[src/rtl/shift_register_pkg.sv]
// Shared types and helpers for the shift_register_burst block.
//   mode_e    : operation select encoding (hold, shifts, load, rotates)
//   state_e   : burst sequencer states
//   sout_idx  : index of the old register bit that becomes sout
package shift_register_pkg;

    typedef enum logic [2:0] {
        MODE_HOLD = 3'd0,
        MODE_SHL  = 3'd1,
        MODE_SHR  = 3'd2,
        MODE_LOAD = 3'd3,
        MODE_ASR  = 3'd4,
        MODE_ROR  = 3'd5,
        MODE_ROL  = 3'd6,
        MODE_RSVD = 3'd7
    } mode_e;

    typedef enum logic [1:0] {
        IDLE = 2'd0,
        RUN  = 2'd1,
        DONE = 2'd2
    } state_e;

    // Leftward moves lose bit n-sh last; rightward moves lose bit sh-1 last.
    // The result is meaningless for sh=0; callers gate sout updates on that.
    function automatic int sout_idx(input int n, input mode_e m, input int sh);
        if (m == MODE_SHL || m == MODE_ROL) return n - sh;
        return sh - 1;
    endfunction

endpackage

[src/rtl/shift_unit.sv]
// Combinational barrel shifter / rotator.
//   q         : current register value
//   mode      : operation (load and hold both pass q through)
//   shamt     : shift / rotate amount
//   sin       : fill bit for logical shifts
//   q_next    : shifted / rotated value
//   sout_next : old bit that leaves the register
//   sout_en   : high when sout should update (move op with nonzero shamt)
module shift_unit
    import shift_register_pkg::*;
#(
    parameter int N   = 8,
    parameter int SHW = $clog2(N)
) (
    input  logic [N-1:0]   q,
    input  mode_e          mode,
    input  logic [SHW-1:0] shamt,
    input  logic           sin,
    output logic [N-1:0]   q_next,
    output logic           sout_next,
    output logic           sout_en
);

    // Double-width words: the fill (or a second copy of q for rotates)
    // sits next to q so one shift yields the result in one half.
    logic [2*N-1:0] shl_w, shr_w, asr_w, rol_w, ror_w;
    logic [SHW-1:0] idx;

    always_comb begin
        shl_w     = {q, {N{sin}}} << shamt;
        shr_w     = {{N{sin}}, q} >> shamt;
        asr_w     = {{N{q[N-1]}}, q} >> shamt;
        rol_w     = {q, q} << shamt;
        ror_w     = {q, q} >> shamt;
        idx       = SHW'(sout_idx(N, mode, int'(shamt)));
        q_next    = q;
        sout_en   = 1'b0;
        sout_next = q[idx];
        case (mode)
            MODE_SHL: q_next = shl_w[2*N-1:N];
            MODE_SHR: q_next = shr_w[N-1:0];
            MODE_ASR: q_next = asr_w[N-1:0];
            MODE_ROR: q_next = ror_w[N-1:0];
            MODE_ROL: q_next = rol_w[2*N-1:N];
            default:  q_next = q;
        endcase
        if (mode inside {MODE_SHL, MODE_SHR, MODE_ASR, MODE_ROR, MODE_ROL})
            sout_en = (shamt != '0);
    end

endmodule

[src/rtl/shift_register_burst.sv]
// Universal shift register with a burst sequencer.
//   clk, reset : clock, async active-low reset
//   mode       : operation select (mode_e encoding)
//   shamt      : shift / rotate amount
//   data       : parallel load value
//   sin        : serial fill bit for logical shifts
//   start      : burst request, sampled only in IDLE
//   count      : number of operations in the burst
//   q_reg      : register contents
//   sout       : last bit shifted / rotated out
//   busy, done : burst running / one-cycle completion pulse
module shift_register_burst
    import shift_register_pkg::*;
#(
    parameter int N    = 8,
    parameter int SHW  = $clog2(N),
    parameter int CNTW = 8
) (
    input  logic            clk,
    input  logic            reset,
    input  logic [2:0]      mode,
    input  logic [SHW-1:0]  shamt,
    input  logic [N-1:0]    data,
    input  logic            sin,
    input  logic            start,
    input  logic [CNTW-1:0] count,
    output logic [N-1:0]    q_reg,
    output logic            sout,
    output logic            busy,
    output logic            done
);

    state_e          state;
    mode_e           cap_mode;
    logic [SHW-1:0]  cap_shamt;
    logic [N-1:0]    cap_data;
    logic            cap_sin;
    logic [CNTW-1:0] remaining;

    mode_e           op_mode;
    logic [SHW-1:0]  op_shamt;
    logic [N-1:0]    op_data;
    logic            op_sin;
    logic [N-1:0]    q_next, q_apply;
    logic            sout_next, sout_en;

    // During RUN the captured operation drives the datapath; otherwise live inputs.
    always_comb begin
        op_mode  = mode_e'(mode);
        op_shamt = shamt;
        op_data  = data;
        op_sin   = sin;
        if (state == RUN) begin
            op_mode  = cap_mode;
            op_shamt = cap_shamt;
            op_data  = cap_data;
            op_sin   = cap_sin;
        end
        q_apply = (op_mode == MODE_LOAD) ? op_data : q_next;
    end

    shift_unit #(.N(N), .SHW(SHW)) u_shift (
        .q         (q_reg),
        .mode      (op_mode),
        .shamt     (op_shamt),
        .sin       (op_sin),
        .q_next    (q_next),
        .sout_next (sout_next),
        .sout_en   (sout_en)
    );

    always_ff @(posedge clk or negedge reset) begin
        if (!reset) begin
            state     <= IDLE;
            q_reg     <= '0;
            sout      <= 1'b0;
            busy      <= 1'b0;
            done      <= 1'b0;
            remaining <= '0;
            cap_mode  <= MODE_HOLD;
            cap_shamt <= '0;
            cap_data  <= '0;
            cap_sin   <= 1'b0;
        end else begin
            case (state)
                IDLE: begin
                    if (start) begin
                        // Capture edge: register holds, operations begin next edge.
                        cap_mode  <= mode_e'(mode);
                        cap_shamt <= shamt;
                        cap_data  <= data;
                        cap_sin   <= sin;
                        remaining <= count;
                        if (count == '0) begin
                            state <= DONE;
                            done  <= 1'b1;
                        end else begin
                            state <= RUN;
                            busy  <= 1'b1;
                        end
                    end else begin
                        q_reg <= q_apply;
                        if (sout_en) sout <= sout_next;
                    end
                end
                RUN: begin
                    q_reg     <= q_apply;
                    if (sout_en) sout <= sout_next;
                    remaining <= remaining - 1'b1;
                    if (remaining == CNTW'(1)) begin
                        state <= DONE;
                        busy  <= 1'b0;
                        done  <= 1'b1;
                    end
                end
                DONE: begin
                    state <= IDLE;
                    done  <= 1'b0;
                end
                default: begin
                    state <= IDLE;
                    busy  <= 1'b0;
                    done  <= 1'b0;
                end
            endcase
        end
    end

endmodule
[config.mk]
export PLATFORM = sky130hd
export DESIGN_NAME = shift_register_burst
export DESIGN_NICKNAME = d
export VERILOG_FILES = /design/src/rtl/shift_register_pkg.sv /design/src/rtl/shift_unit.sv /design/src/rtl/shift_register_burst.sv
export SDC_FILE = /design/constraint.sdc
export NUM_CORES = 1
export LEC_CHECK = 0
export BUFFER_PORTS_ARGS = -buffer_cell sky130_fd_sc_hd__buf_2
export CAP_MARGIN = 20
export CORE_ASPECT_RATIO = 1.5
export CORE_UTILIZATION = 54
export DETAILED_ROUTE_END_ITERATION = 7
export PLACE_DENSITY_LB_ADDON = 0.05
export SYNTH_ARGS = -nofsm -noshare
export SYNTH_HDL_FRONTEND = slang
export SYNTH_HIERARCHICAL = 1
export SYNTH_SLANG_ARGS = --single-unit
[constraint.sdc]
create_clock -name clk -period 2.85 [get_ports clk]
set_input_delay 0.57 -clock clk [delete_from_list [all_inputs] [get_ports clk]]
set_output_delay 0.57 -clock clk [all_outputs]
set_load 0.02 [all_outputs]
==> metrics.txt <==
# TYPE chip_impl_metric gauge
chip_impl_info{name="status",value="complete, no violations"} 1
chip_impl_info{name="ctsRootBufferMaster",value="sky130_fd_sc_hd__clkbuf_8"} 1
chip_impl_metric{name="dr.first_iter.drc_count",unit=""} 444
chip_impl_metric{name="ys.warnings.count",unit=""} 6
chip_impl_metric{name="syn2layout_area_growth",unit="%"} 13.6
chip_impl_metric{name="grt_util_met3",unit=""} 0.0389
chip_impl_metric{name="ir_drop",unit="mV"} 0.689
chip_impl_metric{name="global_route.usage.met1",unit=""} 0.405
chip_impl_metric{name="drc_errors",unit=""} 0
chip_impl_info{name="ys_dominant_reg_cell",value="sky130_fd_sc_hd__dfrtp_1"} 1
chip_impl_metric{name="dr_total_vias",unit=""} 3410
chip_impl_metric{name="critical_path_fanouts_max",unit=""} 10
chip_impl_metric{name="die_width",unit="um"} 65.3
chip_impl_metric{name="antenna_left",unit=""} 0
chip_impl_metric{name="first_pass_iters",unit=""} 5
chip_impl_metric{name="max_freq",unit="GHz"} 0.364
chip_impl_metric{name="ant_diodes",unit=""} 0
chip_impl_metric{name="first_global_vias",unit=""} 3245
chip_impl_metric{name="cts.reportedPaths.clkPinSlew",unit="ns"} 0.08
chip_impl_metric{name="setup_violations",unit=""} 0
chip_impl_metric{name="synth.avg_cell_area",unit="um2"} 7.71
chip_impl_info{name="grt.busiest_layer",value="met2"} 1
chip_impl_metric{name="routabilityCongestion",unit=""} 1.01
chip_impl_metric{name="fin_util",unit=""} 0.637
chip_impl_metric{name="cts_inserted_buffers",unit=""} 5
chip_impl_metric{name="cp.arrival",unit="ns"} 2.91
chip_impl_metric{name="worst_ep_required_time",unit="ns"} 3.01
chip_impl_metric{name="dpl-instance-area",unit="um2"} 3540
chip_impl_metric{name="final.setup_skew",unit="ns"} 0.0108
chip_impl_metric{name="dieArea",unit="um2"} 6330
chip_impl_metric{name="yosysUniqueCellTypes",unit=""} 68
chip_impl_metric{name="grtUsageTotal",unit=""} 0.327
chip_impl_metric{name="stdcell_area",unit="um2"} 3690
chip_impl_metric{name="antenna_found_initial",unit=""} 0
chip_impl_metric{name="tns",unit="ns"} 0
chip_impl_metric{name="postCtsHoldBufs",unit=""} 0
chip_impl_info{name="tritoncts",value="yes"} 1
chip_impl_metric{name="layout_worst_path_cycle_share",unit=""} 0.964
chip_impl_metric{name="worst_slew_margin_rel",unit=""} 0.460
chip_impl_metric{name="fin_cells",unit=""} 526
chip_impl_metric{name="postSynthCellCount",unit=""} 421
chip_impl_metric{name="synthesis.area",unit="um2"} 3240
chip_impl_metric{name="worstMarginPinSlew",unit="ns"} 0.810
chip_impl_metric{name="post-layout-total-power",unit="W"} 0.00549
chip_impl_info{name="timing.critical_path.from_type",value="register"} 1
chip_impl_metric{name="critical_path.max_stage_delay",unit="ns"} 0.52
chip_impl_metric{name="synth-edff-count",unit=""} 0
chip_impl_metric{name="synth_seq_cells",unit=""} 36
chip_impl_metric{name="synth_seq_area_share",unit=""} 0.278
chip_impl_info{name="worst_setup_path_end_kind",value="register"} 1
chip_impl_metric{name="layout_min_cycle_time",unit="ns"} 2.75
chip_impl_metric{name="post-cts-setup-buffer-count",unit=""} 0
chip_impl_info{name="path_class",value="register to register"} 1
chip_impl_metric{name="die_span_y",unit="um"} 96.9
chip_impl_metric{name="cts_htree_levels",unit=""} 2
chip_impl_metric{name="placement.io_buffers",unit=""} 36
chip_impl_info{name="crit_path_start",value="state[0]$_DFFE_PN0P_"} 1
chip_impl_metric{name="drt_wl_total",unit="um"} 9740
chip_impl_info{name="worst_hold_path_type",value="input port to async pin"} 1
chip_impl_metric{name="power.leakage",unit="nW"} 1.62
chip_impl_metric{name="gr-usage-met2",unit=""} 0.541
chip_impl_metric{name="routed_wire_length_per_instance",unit="um"} 18.5
chip_impl_metric{name="clock_latency",unit="ns"} 0.29
chip_impl_metric{name="cap_violations",unit=""} 0
chip_impl_metric{name="timing_hold_violations_final",unit=""} 0
chip_impl_metric{name="grt_overflow_total",unit=""} 0
chip_impl_metric{name="cts.sinks",unit=""} 36
chip_impl_metric{name="p_per_area",unit="nW/um2"} 1490
chip_impl_metric{name="rows",unit=""} 34
chip_impl_metric{name="ios",unit=""} 37
chip_impl_metric{name="cts.path.max_buffers",unit=""} 2
chip_impl_metric{name="initial_utilization",unit=""} 0.561
chip_impl_metric{name="post-place-cells",unit=""} 518
chip_impl_info{name="crit_slowest_cell",value="sky130_fd_sc_hd__mux4_2"} 1
chip_impl_metric{name="place.detailed.hpwl",unit="um"} 7030
chip_impl_info{name="rsz0062_at_grt",value="yes"} 1
chip_impl_info{name="regToRegStartpoint",value="state[0]$_DFFE_PN0P_"} 1
chip_impl_metric{name="vias_per_cell",unit=""} 6.48
chip_impl_metric{name="grt_pass1_wl",unit="um"} 16100
chip_impl_metric{name="core_area",unit="um2"} 5790
chip_impl_metric{name="async_flop_share",unit=""} 1.00
chip_impl_metric{name="synth_nets",unit=""} 451
chip_impl_metric{name="drive_above_1_share",unit=""} 0.238
chip_impl_metric{name="final-max-slew-violation-count",unit=""} 0
chip_impl_info{name="path_cells",value="nor2b_2, buf_4, nand2_1, nand2_1, buf_4, mux4_2, o32ai_1, a31oi_1, a221o_1, a21oi_1, o31ai_1"} 1
chip_impl_metric{name="grt_max_degree",unit=""} 37
chip_impl_metric{name="count_of_nets_after_finishing",unit=""} 483
[worst max-delay path, delay by kind of cell, from the launching register on]
kind	cells	cell delay, ns
AOI/OAI and AO/OA	5	0.89
buffers and inverters	2	0.38
DFF	1	0.41
muxes	1	0.52
and+or+nand+nor	3	0.42
[placed cells by master, fill, tap and decap left out, types with 6 or more instances in the layout]
| master | instances |
|---|---|
| sky130_fd_sc_hd__nand2_1 | 91 |
| sky130_fd_sc_hd__dfrtp_1 | 36 |
| sky130_fd_sc_hd__buf_2 | 36 |
| sky130_fd_sc_hd__nor2_1 | 33 |
| sky130_fd_sc_hd__a21oi_1 | 27 |
| sky130_fd_sc_hd__buf_4 | 22 |
| sky130_fd_sc_hd__inv_1 | 11 |
| sky130_fd_sc_hd__o31ai_1 | 9 |
| sky130_fd_sc_hd__a211oi_1 | 8 |
| sky130_fd_sc_hd__nor3_1 | 8 |
| sky130_fd_sc_hd__a31oi_1 | 8 |
| sky130_fd_sc_hd__nand3_1 | 8 |
| sky130_fd_sc_hd__mux4_2 | 8 |
| sky130_fd_sc_hd__nand2b_1 | 7 |
| sky130_fd_sc_hd__o21ai_0 | 7 |
| sky130_fd_sc_hd__a2111oi_0 | 7 |
| sky130_fd_sc_hd__o211ai_1 | 7 |
| sky130_fd_sc_hd__and2_1 | 6 |
| sky130_fd_sc_hd__o22ai_1 | 6 |
[worst paths after layout]
| path | slack, ns | end | cells past startpoint |
|---|---|---|---|
| worst min register to register | 0.48 | cap_data[7]$_DFFE_PN0P_ | 2 |
| max in group asynchronous | 1.96 | cap_sin$_DFFE_PN0P_ | 1 |
| min in group clk | 0.47 | cap_data[2]$_DFFE_PN0P_ | 3 |
| worst max-delay path | 0.10 | q_reg[4]$_DFFE_PN0P_ | 11 |
| worst max register to register | 0.10 | q_reg[4]$_DFFE_PN0P_ | 11 |
| worst min-delay path | 0.36 | q_reg[4]$_DFFE_PN0P_ | 1 |
[cells by family (layout without fill, tap and decap cells)]
logic type	after synthesis	in the layout	share of synthesized area
AND/OR/NAND/NOR	189	189	0.274
AO/OA/AOI/OAI	123	123	0.272
buffers and inverters	50	83	0.0683
flip-flops	36	36	0.278
multiplexers	19	19	0.0926
adder cells (fa/ha/maj)	4	4	0.0154
[routing by layer]
layer | routed length (um) | vias to the layer above
li1 | - | 1612
met1 | 3860 | 1603
met2 | 5000 | 159
met3 | 467 | 36
met4 | 417 | 0
met5 | 0 | -
[stage by stage]
step / setup WS [ns] / hold WS, ns
6_report: 0.102 / 0.359
5_1_grt: -0.0630 / 0.435
2_1_floorplan: 0.0189 / 0.274
3_5_place_dp: 0.0865 / 0.458
3_3_place_gp: 0.154 / 0.453
4_1_cts: 0.0778 / 0.383
[Yosys cell counts (all sizes together) (7+ instances only)]
cell,number,share of area
nand2,92,0.11
dfrtp,36,0.28
nor2,36,0.042
a21oi,27,0.042
buf,18,0.031
clkbuf,17,0.020
inv,15,0.017
and2,10,0.020
o21ai,10,0.017
o31ai,10,0.023
nand2b,9,0.018
a2111oi,8,0.022
a211oi,8,0.019
a31oi,8,0.015
mux4,8,0.056
nand3,8,0.012
nor3,8,0.012
o211ai,7,0.016
[area by class of cell]
class,count,area [um2]
Multi-Input combinational cell,335,2150
Fill cell,543,2100
Sequential cell,36,901
Timing Repair Buffer,60,377
Tap cell,72,90.1
Clock buffer,6,72.6
Inverter,15,56.3
Clock inverter,2,35.0
[what timing repair did]
action	4_1_cts	5_1_grt
endpoints found under the setup margin	0	7
resized for setup	0	11
endpoints found under the hold margin	0	0
[power by group]
group          switching (W)  leakage, nW  internal (W)
clock               0.000181       0.0552      0.000260
combinational        0.00228         1.12       0.00164
sequential          0.000369        0.437      0.000760
(Power assumes the default switching activity.)
